===== src/rtl/flex_spi_pkg.sv =====
// -----------------------------------------------------------------------------
// flex_spi_pkg
// Shared definitions for the flex SPI master:
//   - spi_state_e : transfer FSM states (IDLE, LEAD, SHIFT, TRAIL)
//   - DEF_*       : default parameter values for the master and its divider
// -----------------------------------------------------------------------------
package flex_spi_pkg;

    localparam int DEF_DATA_W = 16;
    localparam int DEF_NUM_SS = 4;
    localparam int DEF_DIV_W  = 8;

    typedef enum logic [1:0] {
        IDLE  = 2'd0,
        LEAD  = 2'd1,
        SHIFT = 2'd2,
        TRAIL = 2'd3
    } spi_state_e;

endpackage


===== src/rtl/flex_spi_master_clk_div.sv =====
// -----------------------------------------------------------------------------
// spi_clk_div
// Edge-tick generator: while en_i is high, tick_o pulses once every
// clk_div_i+1 cycles. The first tick comes clk_div_i+1 cycles after en_i
// rises; the counter is held at zero while disabled.
// Ports:
//   clk_i     system clock
//   rst_i     synchronous active-high reset
//   en_i      run the counter
//   clk_div_i half-period minus one, in clk cycles
//   tick_o    one-cycle strobe marking the end of each half-period
// -----------------------------------------------------------------------------
module spi_clk_div
    import flex_spi_pkg::*;
#(
    parameter int DIV_W = DEF_DIV_W
) (
    input  logic             clk_i,
    input  logic             rst_i,
    input  logic             en_i,
    input  logic [DIV_W-1:0] clk_div_i,
    output logic             tick_o
);

    logic [DIV_W-1:0] cnt_q, cnt_d;

    assign tick_o = en_i && (cnt_q == clk_div_i);

    always_comb begin
        cnt_d = cnt_q + DIV_W'(1);
        if (!en_i || tick_o) cnt_d = '0;
    end

    always_ff @(posedge clk_i) begin
        if (rst_i) cnt_q <= '0;
        else       cnt_q <= cnt_d;
    end

endmodule


===== src/rtl/flex_spi_master.sv =====
// -----------------------------------------------------------------------------
// flex_spi_master
// SPI master with programmable width, SCK divider, CPOL/CPHA and one-hot
// active-low slave selects. All transfer settings are latched on start.
// Build option: define SPI_LSB_FIRST_EN to shift tx/rx LSB first
// (default MSB first). Ports and timing are identical in both builds.
// Ports:
//   clk_i, rst_i  clock, synchronous active-high reset
//   start_i       request a transfer (taken while the FSM is idle)
//   ss_sel_i      slave index; out-of-range index asserts no select
//   cpol_i/cpha_i SPI mode
//   xfer_len_i    bit count minus one
//   clk_div_i     SCK half-period minus one, in clk cycles
//   tx_data_i     right-justified transmit word
//   rx_data_o     right-justified received word, loaded with done_o
//   busy_o/done_o transfer status / one-cycle end pulse
//   ss_n_o, sck_o, mosi_o, miso_i  SPI pins
// -----------------------------------------------------------------------------
module flex_spi_master
    import flex_spi_pkg::*;
#(
    parameter  int DATA_W = DEF_DATA_W,
    parameter  int NUM_SS = DEF_NUM_SS,
    parameter  int DIV_W  = DEF_DIV_W,
    localparam int LEN_W  = $clog2(DATA_W),
    localparam int SS_W   = (NUM_SS > 1) ? $clog2(NUM_SS) : 1
) (
    input  logic              clk_i,
    input  logic              rst_i,
    input  logic              start_i,
    input  logic [SS_W-1:0]   ss_sel_i,
    input  logic              cpol_i,
    input  logic              cpha_i,
    input  logic [LEN_W-1:0]  xfer_len_i,
    input  logic [DIV_W-1:0]  clk_div_i,
    input  logic [DATA_W-1:0] tx_data_i,
    output logic [DATA_W-1:0] rx_data_o,
    output logic              busy_o,
    output logic              done_o,
    output logic [NUM_SS-1:0] ss_n_o,
    output logic              sck_o,
    output logic              mosi_o,
    input  logic              miso_i
);

    spi_state_e        state_q, state_d;
    logic [LEN_W-1:0]  len_q;
    logic [DIV_W-1:0]  div_q;
    logic              cpha_q;
    logic [SS_W-1:0]   ss_q;
    logic [DATA_W-1:0] tx_sh_q, rx_sh_q;
    logic [LEN_W+1:0]  ecnt_q;        // SCK edges made so far (0..2N)
    logic              sck_int_q, mosi_int_q;
    logic              samp_q;        // capture miso on this edge
    logic              fin_q;         // FSM just returned to IDLE

    logic              busy_q, done_q, sck_q, mosi_q;
    logic [NUM_SS-1:0] ss_n_q;
    logic [DATA_W-1:0] rx_data_q;
    logic              busy_d, done_d, sck_d, mosi_d;
    logic [NUM_SS-1:0] ss_n_d;

    logic              tick, last_edge, samp_edge;
    logic [LEN_W+1:0]  two_n;
    logic [DATA_W-1:0] tx_mask, tx_load, tx_load_sh, tx_nxt_sh;
    logic              tx_first, tx_cur;

`ifdef SPI_LSB_FIRST_EN
    logic [LEN_W-1:0]  rcnt_q;
`endif

    spi_clk_div #(.DIV_W(DIV_W)) u_clk_div (
        .clk_i     (clk_i),
        .rst_i     (rst_i),
        .en_i      (state_q != IDLE),
        .clk_div_i (div_q),
        .tick_o    (tick)
    );

    // Internal FSM/datapath run one cycle ahead of the registered pins, so
    // the pin view starts at the edge after start is taken. miso capture is
    // delayed by samp_q to land on the edge where sck_o makes the sample
    // transition.
    assign two_n     = ({2'b00, len_q} + (LEN_W+2)'(1)) << 1;
    assign last_edge = (ecnt_q + (LEN_W+2)'(1)) == two_n;
    assign samp_edge = ~ecnt_q[0] ^ cpha_q;   // odd edges for cpha=0

    // Bits above xfer_len never reach the shifter.
    assign tx_mask = {DATA_W{1'b1}} >> (LEN_W'(DATA_W - 1) - xfer_len_i);
    assign tx_load = tx_data_i & tx_mask;

`ifdef SPI_LSB_FIRST_EN
    assign tx_first   = tx_load[0];
    assign tx_load_sh = tx_load >> 1;
    assign tx_cur     = tx_sh_q[0];
    assign tx_nxt_sh  = tx_sh_q >> 1;
`else
    assign tx_first   = tx_load[xfer_len_i];
    assign tx_load_sh = tx_load << 1;
    assign tx_cur     = tx_sh_q[len_q];
    assign tx_nxt_sh  = tx_sh_q << 1;
`endif

    // State register
    always_ff @(posedge clk_i) begin
        if (rst_i) state_q <= IDLE;
        else       state_q <= state_d;
    end

    // Next state
    always_comb begin
        state_d = state_q;
        case (state_q)
            IDLE:    if (start_i)           state_d = LEAD;
            LEAD:    if (tick)              state_d = SHIFT;
            SHIFT:   if (tick && last_edge) state_d = TRAIL;
            TRAIL:   if (tick)              state_d = IDLE;
            default:                        state_d = IDLE;
        endcase
    end

    // Output decode (registered below)
    always_comb begin
        busy_d = (state_q != IDLE);
        done_d = fin_q;
        sck_d  = (state_q == IDLE) ? cpol_i : sck_int_q;
        mosi_d = mosi_int_q;
        ss_n_d = '1;
        for (int i = 0; i < NUM_SS; i++)
            ss_n_d[i] = ~(busy_d && (ss_q == SS_W'(i)));
    end

    // Datapath and output registers
    always_ff @(posedge clk_i) begin
        if (rst_i) begin
            len_q      <= '0;
            div_q      <= '0;
            cpha_q     <= 1'b0;
            ss_q       <= '0;
            tx_sh_q    <= '0;
            rx_sh_q    <= '0;
            ecnt_q     <= '0;
            sck_int_q  <= 1'b0;
            mosi_int_q <= 1'b0;
            samp_q     <= 1'b0;
            fin_q      <= 1'b0;
            busy_q     <= 1'b0;
            done_q     <= 1'b0;
            ss_n_q     <= '1;
            sck_q      <= 1'b0;
            mosi_q     <= 1'b0;
            rx_data_q  <= '0;
`ifdef SPI_LSB_FIRST_EN
            rcnt_q     <= '0;
`endif
        end else begin
            fin_q  <= (state_q == TRAIL) && tick;
            samp_q <= 1'b0;

            if (samp_q) begin
`ifdef SPI_LSB_FIRST_EN
                rx_sh_q[rcnt_q] <= miso_i;
                rcnt_q          <= rcnt_q + LEN_W'(1);
`else
                rx_sh_q <= {rx_sh_q[DATA_W-2:0], miso_i};
`endif
            end

            case (state_q)
                IDLE: if (start_i) begin
                    len_q     <= xfer_len_i;
                    div_q     <= clk_div_i;
                    cpha_q    <= cpha_i;
                    ss_q      <= ss_sel_i;
                    sck_int_q <= cpol_i;
                    ecnt_q    <= '0;
                    rx_sh_q   <= '0;
`ifdef SPI_LSB_FIRST_EN
                    rcnt_q    <= '0;
`endif
                    // cpha=0 presents bit 0 now; cpha=1 waits for the leading edge
                    mosi_int_q <= cpha_i ? 1'b0    : tx_first;
                    tx_sh_q    <= cpha_i ? tx_load : tx_load_sh;
                end
                SHIFT: if (tick) begin
                    ecnt_q    <= ecnt_q + (LEN_W+2)'(1);
                    sck_int_q <= ~sck_int_q;
                    if (samp_edge) begin
                        samp_q <= 1'b1;
                    end else begin
                        mosi_int_q <= tx_cur;
                        tx_sh_q    <= tx_nxt_sh;
                    end
                end
                default: ;
            endcase

            if (fin_q) rx_data_q <= rx_sh_q;

            busy_q <= busy_d;
            done_q <= done_d;
            ss_n_q <= ss_n_d;
            sck_q  <= sck_d;
            mosi_q <= mosi_d;
        end
    end

    assign rx_data_o = rx_data_q;
    assign busy_o    = busy_q;
    assign done_o    = done_q;
    assign ss_n_o    = ss_n_q;
    assign sck_o     = sck_q;
    assign mosi_o    = mosi_q;

endmodule


===== config.mk =====
export PLATFORM = sky130hd
export DESIGN_NAME = flex_spi_master
export DESIGN_NICKNAME = d
export VERILOG_FILES = /design/src/rtl/flex_spi_pkg.sv /design/src/rtl/flex_spi_master_clk_div.sv /design/src/rtl/flex_spi_master.sv
export SDC_FILE = /design/constraint.sdc
export NUM_CORES = 1
export LEC_CHECK = 0
export ABC_CLOCK_PERIOD_IN_PS = 2250
export BUFFER_PORTS_ARGS = -buffer_cell sky130_fd_sc_hd__buf_2
export CAP_MARGIN = 10
export CORE_ASPECT_RATIO = 0.75
export CORE_MARGIN = 8
export CORE_UTILIZATION = 52
export CTS_CLUSTER_SIZE = 40
export DETAILED_ROUTE_END_ITERATION = 16
export PLACE_DENSITY_LB_ADDON = 0.1
export SLEW_MARGIN = 20
export SYNTH_ARGS = -nofsm -noshare
export SYNTH_HDL_FRONTEND = slang
export SYNTH_HIERARCHICAL = 1
export SYNTH_SLANG_ARGS = --single-unit

===== constraint.sdc =====
create_clock -name clk_i -period 2.25 [get_ports clk_i]
set_input_delay 0.1125 -clock clk_i [delete_from_list [all_inputs] [get_ports clk_i]]
set_output_delay 0.1125 -clock clk_i [all_outputs]
set_load 0.05 [all_outputs]

Word-level counts from Yosys, hierarchy flattened
Index checks and enable logic that the tools add are counted.
{"block": "op_classes", "n_shift": 1, "reduce_logical": 19, "div_mod_pow": 0, "n_eq_ne": 14, "n_bitwise": 10, "n_addsub": 4, "n_lt_le_gt_ge": 2, "n_mux": 30, "multipliers": 0}
{"cell": "2-to-1 mux 16 bit", "n": 7}
{"cell": "one-hot mux 16 bit (2 select lines)", "n": 1}
{"cell": "bitwise AND 16 bit", "n": 1}
{"cell": "right shift 16 x 4 -> 16 bit (first input constant)", "n": 1}
{"cell": "2-to-1 mux 6 bit", "n": 2}
{"cell": "!= test 2 bit (second input constant)", "n": 6}
{"cell": "one-hot mux 6 bit (2 select lines)", "n": 1}
{"cell": "< comparator 4 x 5 -> 1 bit (second input constant)", "n": 2}
{"cell": "2-to-1 mux 1 bit", "n": 10}
{"cell": "adder 8 x 1 -> 8 bit (second input constant)", "n": 1}
{"cell": "binary-select mux 1 bit (select 4 bit)", "n": 2}
{"cell": "equality test 2 bit (second input constant)", "n": 4}
{"cell": "equality test 8 bit", "n": 1}
{"cell": "2-to-1 mux 2 bit", "n": 4}
{"cell": "inverter 1 bit", "n": 8}
{"cell": "one-hot mux 2 bit (4 select lines)", "n": 1}
{"cell": "AND reduction 4 bit", "n": 2}
{"cell": "logical AND 1 bit", "n": 7}
{"cell": "adder 6 x 1 -> 6 bit (second input constant)", "n": 1}
{"cell": "equality test 6 bit", "n": 1}
{"cell": "adder 4 x 1 -> 5 bit (second input constant)", "n": 1}
{"cell": "equality test 2 x 1 -> 1 bit (second input constant)", "n": 2}
{"cell": "logical NOT 2 bit", "n": 2}
{"cell": "one-hot mux 1 bit (2 select lines)", "n": 2}
{"cell": "other kinds (9)", "n": 10}
{"block": "totals", "latch_bits": 0, "out_inout_bits": 24, "inputBits": 36, "ramBits": 0, "mem_bits_ro": 0, "word_cells": 99, "mem_count": 0, "ff_bits": 91}

Depth between registers and ports, before layout
Gate-level depths: netlist of the first run.
{"block": "logic_depth", "ltp_word": 8, "depth_mapped": 11, "mapped_depth_nobuf": 10}

Cells and area by module
The synthesis of the first run kept the hierarchy.
{"module": "flex_spi_master", "area_per_inst_um2": 3851.2, "seq_area_each_um2": 1661.6, "n_inst": 1, "cells_each": 434}
{"module": "spi_clk_div", "area_per_inst_um2": 473.0, "seq_area_each_um2": 160.2, "n_inst": 1, "cells_each": 46}

Least setup slack after synthesis of the first run
No wires, ideal clock.
{"block": "synth_timing", "path_type": "register -> register", "startpoint": "register u_clk_div.cnt_q[5]", "endpoint": "register state_q[0]", "setup_slack_ns": 0.090, "required_time_ns": 2.191, "n_path_buf": 0, "arrival_ns": 2.101, "setup_ns": 0.059, "period_less_slack_ns": 2.160, "stages_incl_launch_ff": 9, "cell_sequence": "dfxtp_1 -> xor2_1 -> nor4_4 -> and3_1 -> inv_1 -> nor2_1 -> nand4_1 -> o32ai_1 -> o221a_2"}
{"block": "synth_via", "elab_chain_cells": 5, "word_cells_on_any_way": 7, "classes_between": "eq/ne: 4; reduce/logical: 3"}
{"item": "start: declaration", "line": "flex_spi_master_clk_div.sv:25", "source": "logic [DIV_W-1:0] cnt_q, cnt_d;"}
{"item": "start signal: assignment", "line": "flex_spi_master_clk_div.sv:36", "source": "else cnt_q <= cnt_d;"}
{"item": "equality test 8 bit (*)", "line": "flex_spi_master_clk_div.sv:27", "source": "assign tick_o = en_i && (cnt_q == clk_div_i);"}
{"item": "logical AND 1 bit (*)", "line": "flex_spi_master_clk_div.sv:27"}
{"item": "via tick", "line": "flex_spi_master.sv:63", "source": "logic tick, last_edge, samp_edge;"}
{"item": "logical AND 1 bit", "line": "flex_spi_master.sv:116", "source": "SHIFT: if (tick && last_edge) state_d = TRAIL;"}
{"item": "!= test 2 bit (no source line)"}
{"item": "AND reduction 4 bit (no source line) (*)"}
{"item": "end signal: assignment", "line": "flex_spi_master.sv:107", "source": "else state_q <= state_d;"}
{"item": "end: declaration", "line": "flex_spi_master.sv:46", "source": "spi_state_e state_q, state_d;"}
Mark *: on every way through the listed nets, which the timed path passes. The rest lies on a longest branch.
A chain may end at the register's enable or synchronous reset.

Worst setup path in the final report of the first run
Ends and elaborated chain as after synthesis.

==> metrics.txt, run 1 <==
syn nets=523; most frequent cells after synthesis=dfxtp_1, nor2_1, nand2_1; largest cells by area after synthesis=dfxtp_1, mux2i_1, nor2_1, nand2_1, a21oi_1; DRC=0; final hold slack=0.0181 ns; layout cells sized above 1=between 20% and 30%; die area=11500 um^2; WP data required=2.56 ns; Yosys cell types=54; Non-Filler Instances=~660; Clk Latency, worst-skew pair=~0.36 ns; Cell Area, Synth=about 4300 um^2; largest net degree at the start of global routing=38; RePlAce Congestion=0.851; 1st-iter DRT viols=260; max frequency=476 MHz; Post-synth top flop=dfxtp_1; CP max stage delay=0.36 ns; crit path time final=~2.1 ns; sequential cell area fraction in the yosys report=42.1%; Core ar.=between 7000 and 8000 um^2; DRT Pass-1 Iters=5; Post-synth EDFFs=0; area delta synth->final=17.0%; register bit total from synthesis=91; Die H=95.0 um; # rows=28; Pwr Density=about 980 nW/um^2; clock sinks=91; static leakage=~0.0020 uW; Synth area leader=dfxtp_1; IO buf count=59; Setup CP Type=reg -> reg; Synth async-reset ratio=0%; skew final=0.00750 ns; Hold Path Class=in -> reg; vias in the first global route=~3300; Final setup violation count=0; routed vias/inst=~5.5; CP Data Arrival Time=2.41 ns; CTS root buffer=clkbuf_8; Final Util=between 60 and 70%; Slew @ Worst Pin=0.561 ns; die span in x=121 um; CP endpoint kind=flop; slew margin rel.=62.5%; YS warnings=6; final WL=10100 um; Starting Density=54.1%; clock slew at reported path FFs=0.08 ns; largest buffer count on any clock path=2; IO Pins=60; Hold Fails Final Rpt=0; Wirelength per Cell=15.4 um; maximum vdd ir drop=0.535 mV; CP Max Fanout=5; hpwl dp=7420 um; first-pass GRT wire length=16600 um; Max-cap violations=0; CTS Buf Count=9; CP max stage cell=dfxtp_1; dpl cells=roughly 630; syn avg cell area=9.01 um^2; CTS tree=done; most frequent cell after synthesis=dfxtp_1; Final Slew Violations=0; Yosys top cell area share=between 40% and 50%; Final nets=590; post-CTS setup buffer count=0; worst path cell trace=xor2_1 -> nor4_4 -> and3_1 -> inv_1 -> nor2_1 -> nand4_1 -> o32ai_2 -> o221a_2; total grt overflow=0; H-tree Lvls=3; antenna cell count=0; Post-Synthesis Cells=480; run status=finished, final reports clean; Setup crit start kind=flop; GRT Util Overall=between 15 and 20%; Detail Route Antenna Nets=0; vias after detailed routing=3606; Final period util=93.4%; initial antenna violation count=0
cell type report:
type	count	area, um^2
Inverter	10	37.5
Multi-Input combinational cell	347	2330
Fill cell	677	2930
Clock buffer	13	169
Tap cell	105	131
Timing Repair Buffer	88	546
Clock inverter	3	21.3
Sequential cell	91	1820
what timing repair did:
item,4_1_cts,5_1_grt
resized for setup,0,1
hold buffers,8,0
endpoints found under the hold margin,8,0
endpoints found under the setup margin,0,2
layer usage:
| layer | part of all wire [%] | GRT usage (%) |
|---|---|---|
| met5 | 0 | 0 |
| met4 | 0.56 | 4.91 |
| met3 | 4.8 | 4.77 |
| met2 | 42 | 25.3 |
| met1 | 52 | 26.0 |
final timing paths:
path	start	end	slack, ns	depth (start not counted)
worst max-delay path	u_clk_div/cnt_q[5]$_SDFF_PP0_	state_q[0]$_SDFFE_PP0P_	0.15	8
worst min-delay path	ss_sel_i[0]	ss_q[0]$_SDFFE_PP0P_	0.02	3
worst max register to register	u_clk_div/cnt_q[5]$_SDFF_PP0_	state_q[0]$_SDFFE_PP0P_	0.15	8
worst min register to register	ss_q[1]$_SDFFE_PP0P_	ss_n_o[2]$_SDFF_PP1_	0.44	1
metrics by stage:
stage / setup WS, ns / total power, uW / cell area (um^2) / TNS [ns]
floorplan: 0.0900 / 3280 / 4320 / 0
global placement: 0.204 / 3860 / 4780 / 0
detailed placement: 0.116 / 3880 / 4780 / 0
CTS: 0.0785 / 4950 / 5050 / 0
global route: -0.000318 / 5260 / 5060 / -0.000318
finish: 0.148 / 4940 / 5060 / 0
cells in the final DEF (no fill, tap or decap), types with 4 or more instances in the layout:
cell,instances
a211oi_1,16
a21oi_1,31
a22oi_1,4
a31oi_1,5
buf_2,59
buf_4,20
clkbuf_8,12
dfxtp_1,91
dlygate4sd3_1,8
ha_1,7
inv_1,10
mux2i_1,40
mux4_2,6
nand2_1,54
nand3_1,15
nor2_1,63
nor2b_1,4
nor3_1,4
o211ai_1,4
o21ai_0,25
xnor2_1,5
xor2_1,15
where the power goes:
group          internal [uW]  leakage (uW)  switching (uW)  total (uW)
Combinational            799       0.00118            1100        1900
Clock                    493     0.0000956             555        1050
Sequential              1820      0.000740             171        1990
sequential cells by signal (all words and copies together) (netlist names), 4 cells and up:
signal and count:
div_q 8, ss_n_o 4, tx_sh_q 16, u_clk_div/cnt_q 8, len_q 4, rx_data_o 16, rx_sh_q 16, ecnt_q 6
logic make-up (layout without fill, tap and decap cells):
kind of cell               after synthesis  count (layout)  synth area share [%]
buffers and inverters                   42             114                  4.08
and+or+nand+nor                        166             166                  17.8
muxes                                   50              50                  14.5
AOI/OAI and AO/OA                      103             103                  15.1
DFF                                     91              91                  42.1
adders and majority gates                7               7                  2.03
xor gates and xnor gates                21              21                  4.43
worst max-delay path: cells and delay by family, from the launching register on:
family	cells	cell delay [ns]
AND/OR/NAND/NOR	4	0.83
XOR/XNOR	1	0.20
AO/OA/AOI/OAI	2	0.58
flip-flops	1	0.36
buffers and inverters	1	0.08
(Power assumes the default switching activity.)
==> run 2, diff against run 1 <==
--- a/config.mk
+++ b/config.mk
@@ -8,11 +8,14 @@
 export ABC_CLOCK_PERIOD_IN_PS = 2250
 export BUFFER_PORTS_ARGS = -buffer_cell sky130_fd_sc_hd__buf_2
 export CAP_MARGIN = 10
+export CELL_PAD_IN_SITES_DETAIL_PLACEMENT = 1
+export CELL_PAD_IN_SITES_GLOBAL_PLACEMENT = 1
 export CORE_ASPECT_RATIO = 0.75
 export CORE_MARGIN = 8
-export CORE_UTILIZATION = 52
+export CORE_UTILIZATION = 39
 export CTS_CLUSTER_SIZE = 40
 export DETAILED_ROUTE_END_ITERATION = 16
+export GPL_ROUTABILITY_DRIVEN = 0
 export PLACE_DENSITY_LB_ADDON = 0.1
 export SLEW_MARGIN = 20
 export SYNTH_ARGS = -nofsm -noshare
==> run 2 against run 1 <==
Against the previous run:
- critical path depth unchanged
- clock-buffer cell count stayed put
- non-clock buffer count down 4
- fmax is 0.14% lower
- global-route usage decreased by 1.4 points
- sequential power about the same
- routed wire length rose by 17%
- register-to-register slack about the same
- cell area up 2.5%
- via count rose by 0.75%
- sequential share of layout area is 0.89 points lower
- largest power group unchanged
==> metrics.txt, run 2 (synthesized netlist as in run 1, its figures left out) <==
internal power=3620 uW (was 3110 uW); largest buffer count on any clock path=2 (unchanged); Pwr Density=1070 nW/um^2 (was 976 nW/um^2); DRT Pass-1 Iters=4 (was 5); H-tree Lvls=3 (unchanged); static leakage=0.00206 uW (was 0.00201 uW); Detail Route Antenna Nets=0 (unchanged); final hold slack=0.0158 ns (was 0.0181 ns); Setup TNS=0 ns (unchanged); post-CTS setup buffer count=0 (unchanged); Hold Fails Final Rpt=0 (unchanged); area delta synth->final=20.0% (was 17.0%); Final nets=586 (was 590); Starting Density=39.8% (was 54.1%); antenna cell count=0 (unchanged); Setup CP Type=reg -> reg (unchanged); vias in the first global route=3845 (was 3333); CTS root buffer=clkbuf_16 (was clkbuf_8); first-pass GRT wire length=19400 um (was 16600 um); IO buf count=59 (unchanged); run status=finished, final reports clean (unchanged); final WL=11800 um (was 10100 um); Wirelength per Cell=17.2 um (was 15.4 um); Slew @ Worst Pin=0.640 ns (was 0.561 ns); die area=14700 um^2 (was 11500 um^2); layout cells sized above 1=21.7% (was 20.8%); multi-input combinational cell area=2340 um^2 (was 2330 um^2); commonest non-fill, non-tap cell in the layout=dfxtp_1 (unchanged); skew final=0.00393 ns (was 0.00750 ns); register area=1820 um^2 (unchanged); DRC=0 (unchanged); CP Max Fanout=4 (was 5); Max-cap violations=0 (unchanged); fraction of power consumed by combinational cells=34.4% (was 38.5%); routed vias/inst=5.28 (was 5.49); Core ar.=10900 um^2 (was 7990 um^2); Final Slew Violations=0 (unchanged); post-route cell area=5190 um^2 (was 5060 um^2); Placed Area=4840 um^2 (was 4780 um^2); hpwl dp=8800 um (was 7420 um); CP Data Arrival Time=2.37 ns (was 2.41 ns); Seq pwr share=35.9% (was 40.3%); clock sinks=91 (unchanged); Final Util=47.8% (was 63.3%); unrepaired setup endpoints after global routing=true; Final period util=93.6% (was 93.4%); Die H=107 um (was 95.0 um); CP endpoint kind=flop (unchanged); CTS tree=done (unchanged); IO Pins=60 (unchanged); vias after detailed routing=3633 (was 3606); GRT Util Overall=16.5% (was 17.9%); CTS Buf Count=9 (unchanged); Clk pwr share=29.7% (was 21.2%); max frequency=475 MHz (was 476 MHz); total grt overflow=0 (unchanged); Final setup violation count=0 (unchanged); WP data required=2.52 ns (was 2.56 ns); crit path time final=2.11 ns (was 2.10 ns); most frequent cells in the layout=dfxtp_1, nor2_1, buf_2, nand2_1, mux2i_1 (unchanged); 1st-iter DRT viols=152 (was 260); Clk Latency, worst-skew pair=0.34 ns (was 0.36 ns); # fillers=1281 (was 677); slew margin rel.=57.3% (was 62.5%); switching part of the total=34.9% (was 37.0%); Setup crit start kind=flop (unchanged); Hold Path Class=in -> reg (unchanged); initial antenna violation count=0 (unchanged); NetSw=1940 uW (was 1830 uW); # rows=33 (was 28); largest net degree at the start of global routing=35 (was 38); clock slew at reported path FFs=0.06 ns (was 0.08 ns); die span in x=138 um (was 121 um); maximum vdd ir drop=0.477 mV (was 0.535 mV)
-- run 2: per-stage QoR --
step	cells	total power, uW	setup slack, ns
CTS	688	5590	0.104
detailed placement	671	3900	0.149
finish	688	5560	0.145
floorplan	480	3280	0.0900
global route	688	5890	-0.00926
global placement	671	3830	0.206
-- run 2: path summary, 6_finish.rpt --
kind	endpoint	from	depth (start not counted)	slack, ns
min reg2reg	ss_n_o[2]$_SDFF_PP1_	ss_q[1]$_SDFFE_PP0P_	1	0.43
max	state_q[1]$_SDFFE_PP0P_	u_clk_div/cnt_q[4]$_SDFF_PP0_	8	0.14
max reg2reg	state_q[1]$_SDFFE_PP0P_	u_clk_div/cnt_q[4]$_SDFF_PP0_	8	0.14
min	rx_sh_q[0]$_SDFF_PP0_	miso_i	3	0.02
-- run 2: area by class of cell --
cell class	count	share of cell area [%]
Multi-Input combinational cell	347	45.1
Tap cell	140	3.38
Clock inverter	3	1.33
Clock buffer	13	5.02
Timing Repair Buffer	84	9.36
Sequential cell	91	35.1
Inverter	10	0.723
-- run 2: metal layers --
metal,global-route usage [%],wire length [um],vias up
li1,-,-,1819
met1,23.2,6090,1750
met2,24.8,5140,54
met3,4.11,490,10
met4,3.94,95,0
met5,0,0,-
-- run 2: repair_timing --
action	CTS	global route
endpoints found under the setup margin	0	4
hold endpoints to repair	1	0
hold buffers	1	0
resized for setup	0	3
-- run 2: worst max-delay path: stages (launching register included) --
cell and delay (ns):
dfxtp_1 0.35, xor2_1 0.20, nor4_4 0.30, and3_1 0.24, inv_1 0.10, nor2_1 0.15
nand4_1 0.12, o32ai_2 0.34, mux2i_1 0.23
-- run 2: power by group through the flow --
stage	registers, uW	clock network (uW)	logic [uW]
after detailed placement	2030	0	1870
after global placement	2020	0	1810
final	2000	1650	1910
after floorplan	2050	0	1240
after global routing	2030	1750	2100
after CTS	2000	1700	1890
==> run 3, diff against run 2 <==
--- a/config.mk
+++ b/config.mk
@@ -10,7 +10,7 @@
 export CAP_MARGIN = 10
 export CELL_PAD_IN_SITES_DETAIL_PLACEMENT = 1
 export CELL_PAD_IN_SITES_GLOBAL_PLACEMENT = 1
-export CORE_ASPECT_RATIO = 0.75
+export CORE_ASPECT_RATIO = 0.6
 export CORE_MARGIN = 8
 export CORE_UTILIZATION = 39
 export CTS_CLUSTER_SIZE = 40
==> run 3 against run 2 <==
Against the previous run:
- hold slack improved by 0.0014 ns
- setup slack better by 0.0078 ns
- clock skew increased by 0.0027 ns
- sequential share of layout area rose by 0.13 points
- flip-flop and latch count unchanged
- first-iteration DRC count rose by 22%
- cell count shrank 0.73%
- power grew 0.78%
- register-to-register slack about the same
- utilization rose by 0.68 points
- routed wire length grew 4.5%
- critical endpoint is now tx_sh_q[11]$_SDFFE_PP0P_
==> metrics.txt, run 3 (synthesized netlist as in run 1, its figures left out) <==
Final setup violation count=0 (unchanged); clock sinks=91 (unchanged); Detail Route Antenna Nets=0 (unchanged); Hold Path Class=in -> reg (unchanged); IO Pins=60 (unchanged); Worst R2R Path Depth=9 (was 8); CTS tree=done (unchanged); 1st-iter DRT viols=186 (was 152); die span in x=152 um (was 138 um); grt peak-use layer=met2 (unchanged); die area=14800 um^2 (was 14700 um^2); unrepaired setup endpoints after global routing=false (was true); met3 Use GR=4.60% (was 4.11%); final hold slack=0.0172 ns (was 0.0158 ns); routed vias/inst=5.41 (was 5.28); Final period util=93.2% (was 93.6%); Setup crit start kind=flop (unchanged); crit path time final=2.10 ns (was 2.11 ns); # rows=29 (was 33); hpwl dp=9050 um (was 8800 um); vias after detailed routing=3695 (was 3633); multi-input combinational cell area=2350 um^2 (was 2340 um^2); met2 GRT Util=24.5% (was 24.8%); hold path depth=3 (unchanged); run status=finished, final reports clean (unchanged); pre-CTS setup slack=0.102 ns (was 0.149 ns); register area=1820 um^2 (unchanged); max frequency=477 MHz (was 475 MHz); # fillers=1262 (was 1281); first-pass GRT wire length=20300 um (was 19400 um); commonest non-fill, non-tap cell in the layout=dfxtp_1 (unchanged); layout cells sized above 1=21.7% (about the same); Final nets=583 (was 586); area delta synth->final=19.6% (was 20.0%); Setup TNS=0 ns (unchanged); maximum vdd ir drop=0.496 mV (was 0.477 mV); antenna cell count=0 (unchanged); CP Max Fanout=26 (was 4); Max-cap violations=0 (unchanged); most frequent cells in the layout=dfxtp_1, nor2_1, buf_2, nand2_1, mux2i_1 (unchanged); Core ar.=10700 um^2 (was 10900 um^2); Setup CP Type=reg -> reg (unchanged); Starting Density=40.5% (was 39.8%); WP data required=2.50 ns (was 2.52 ns); Hold Fails Final Rpt=0 (unchanged); H-tree Lvls=3 (unchanged); DRC=0 (unchanged); skew final=0.00665 ns (was 0.00393 ns); Clk Latency, worst-skew pair=0.34 ns (about the same); setup ws final=0.153 ns (was 0.145 ns); slew margin rel.=56.7% (was 57.3%); Wirelength per Cell=18.1 um (was 17.2 um); static leakage=0.00204 uW (was 0.00206 uW); IO buf count=59 (unchanged); CP Data Arrival Time=2.34 ns (was 2.37 ns); CTS Buf Count=9 (unchanged); Final Util=48.5% (was 47.8%); GRT Util Overall=16.7% (was 16.5%); DRT Pass-1 Iters=4 (unchanged); CTS root buffer=clkbuf_16 (unchanged); vias in the first global route=3785 (was 3845); Die H=97.6 um (was 107 um); M1 GR Usage=23.8% (was 23.2%); total grt overflow=0 (unchanged); Slew @ Worst Pin=0.649 ns (was 0.640 ns); largest buffer count on any clock path=2 (unchanged); final WL=12300 um (was 11800 um); Final Slew Violations=0 (unchanged); initial antenna violation count=0 (unchanged); CP endpoint kind=flop (unchanged); clock slew at reported path FFs=0.06 ns (about the same); Pwr Density=1080 nW/um^2 (was 1070 nW/um^2); largest net degree at the start of global routing=33 (was 35); post-CTS setup buffer count=0 (unchanged)
-- run 3: area by class of cell --
| class | instances | share of cell area, % |
|---|---|---|
| clock inverters | 4 | 1.45 |
| well taps | 139 | 3.36 |
| multi-input cells | 347 | 45.4 |
| flip-flops and latches | 91 | 35.2 |
| clock buffers | 11 | 4.70 |
| repair buffers | 81 | 9.15 |
| inverters | 10 | 0.726 |
-- run 3: worst paths after layout --
check                                   to                     startpoint  slack, ns
setup reg to reg  tx_sh_q[11]$_SDFFE_PP0P_  u_clk_div/cnt_q[4]$_SDFF_PP0_       0.15
hold reg to reg       ss_n_o[2]$_SDFF_PP1_           ss_q[1]$_SDFFE_PP0P_       0.44
setup / recovery  tx_sh_q[11]$_SDFFE_PP0P_  u_clk_div/cnt_q[4]$_SDFF_PP0_       0.15
hold / removal       div_q[1]$_SDFFE_PP0P_                   clk_div_i[1]       0.02
-- run 3: worst max-delay path, stage by stage, from the launching register on --
cell	delay (ns)
dfxtp_1	0.36
xor2_1	0.21
nor4_4	0.33
and3_4	0.25
buf_4	0.12
a21oi_1	0.10
nor2_4	0.15
buf_12	0.19
nor2_1	0.06
a211oi_1	0.23
-- run 3: where the power goes --
part           total [uW]  internal [uW]  switching (uW)
Clock                1630            998             635
Sequential           2000           1820             177
Combinational        1980            790            1190
Total                5610           3610            2000
-- run 3: per-layer routing --
layer  part of all wire (%)  routed length, um  vias to the layer above
met1                     52               6380                     1799
met3                    5.5                673                        7
met4                   0.61                 75                        0
met5                      0                  0                        -
li1                       -                  -                     1814
met2                     42               5210                       75
-- run 3: timing repair --
| action | in CTS | in global routing |
|---|---|---|
| setup endpoints to repair | 0 | 7 |
| gates resized for setup | 0 | 5 |
| hold buffers | 0 | 0 |
-- run 3: per-stage QoR --
stage	total power (uW)	cells	area (um^2)
6_report	5610	683	5170
5_1_grt	5940	683	5170
3_5_place_dp	3950	668	4830
2_1_floorplan	3280	480	4320
3_3_place_gp	3870	668	4830
4_1_cts	5600	683	5150
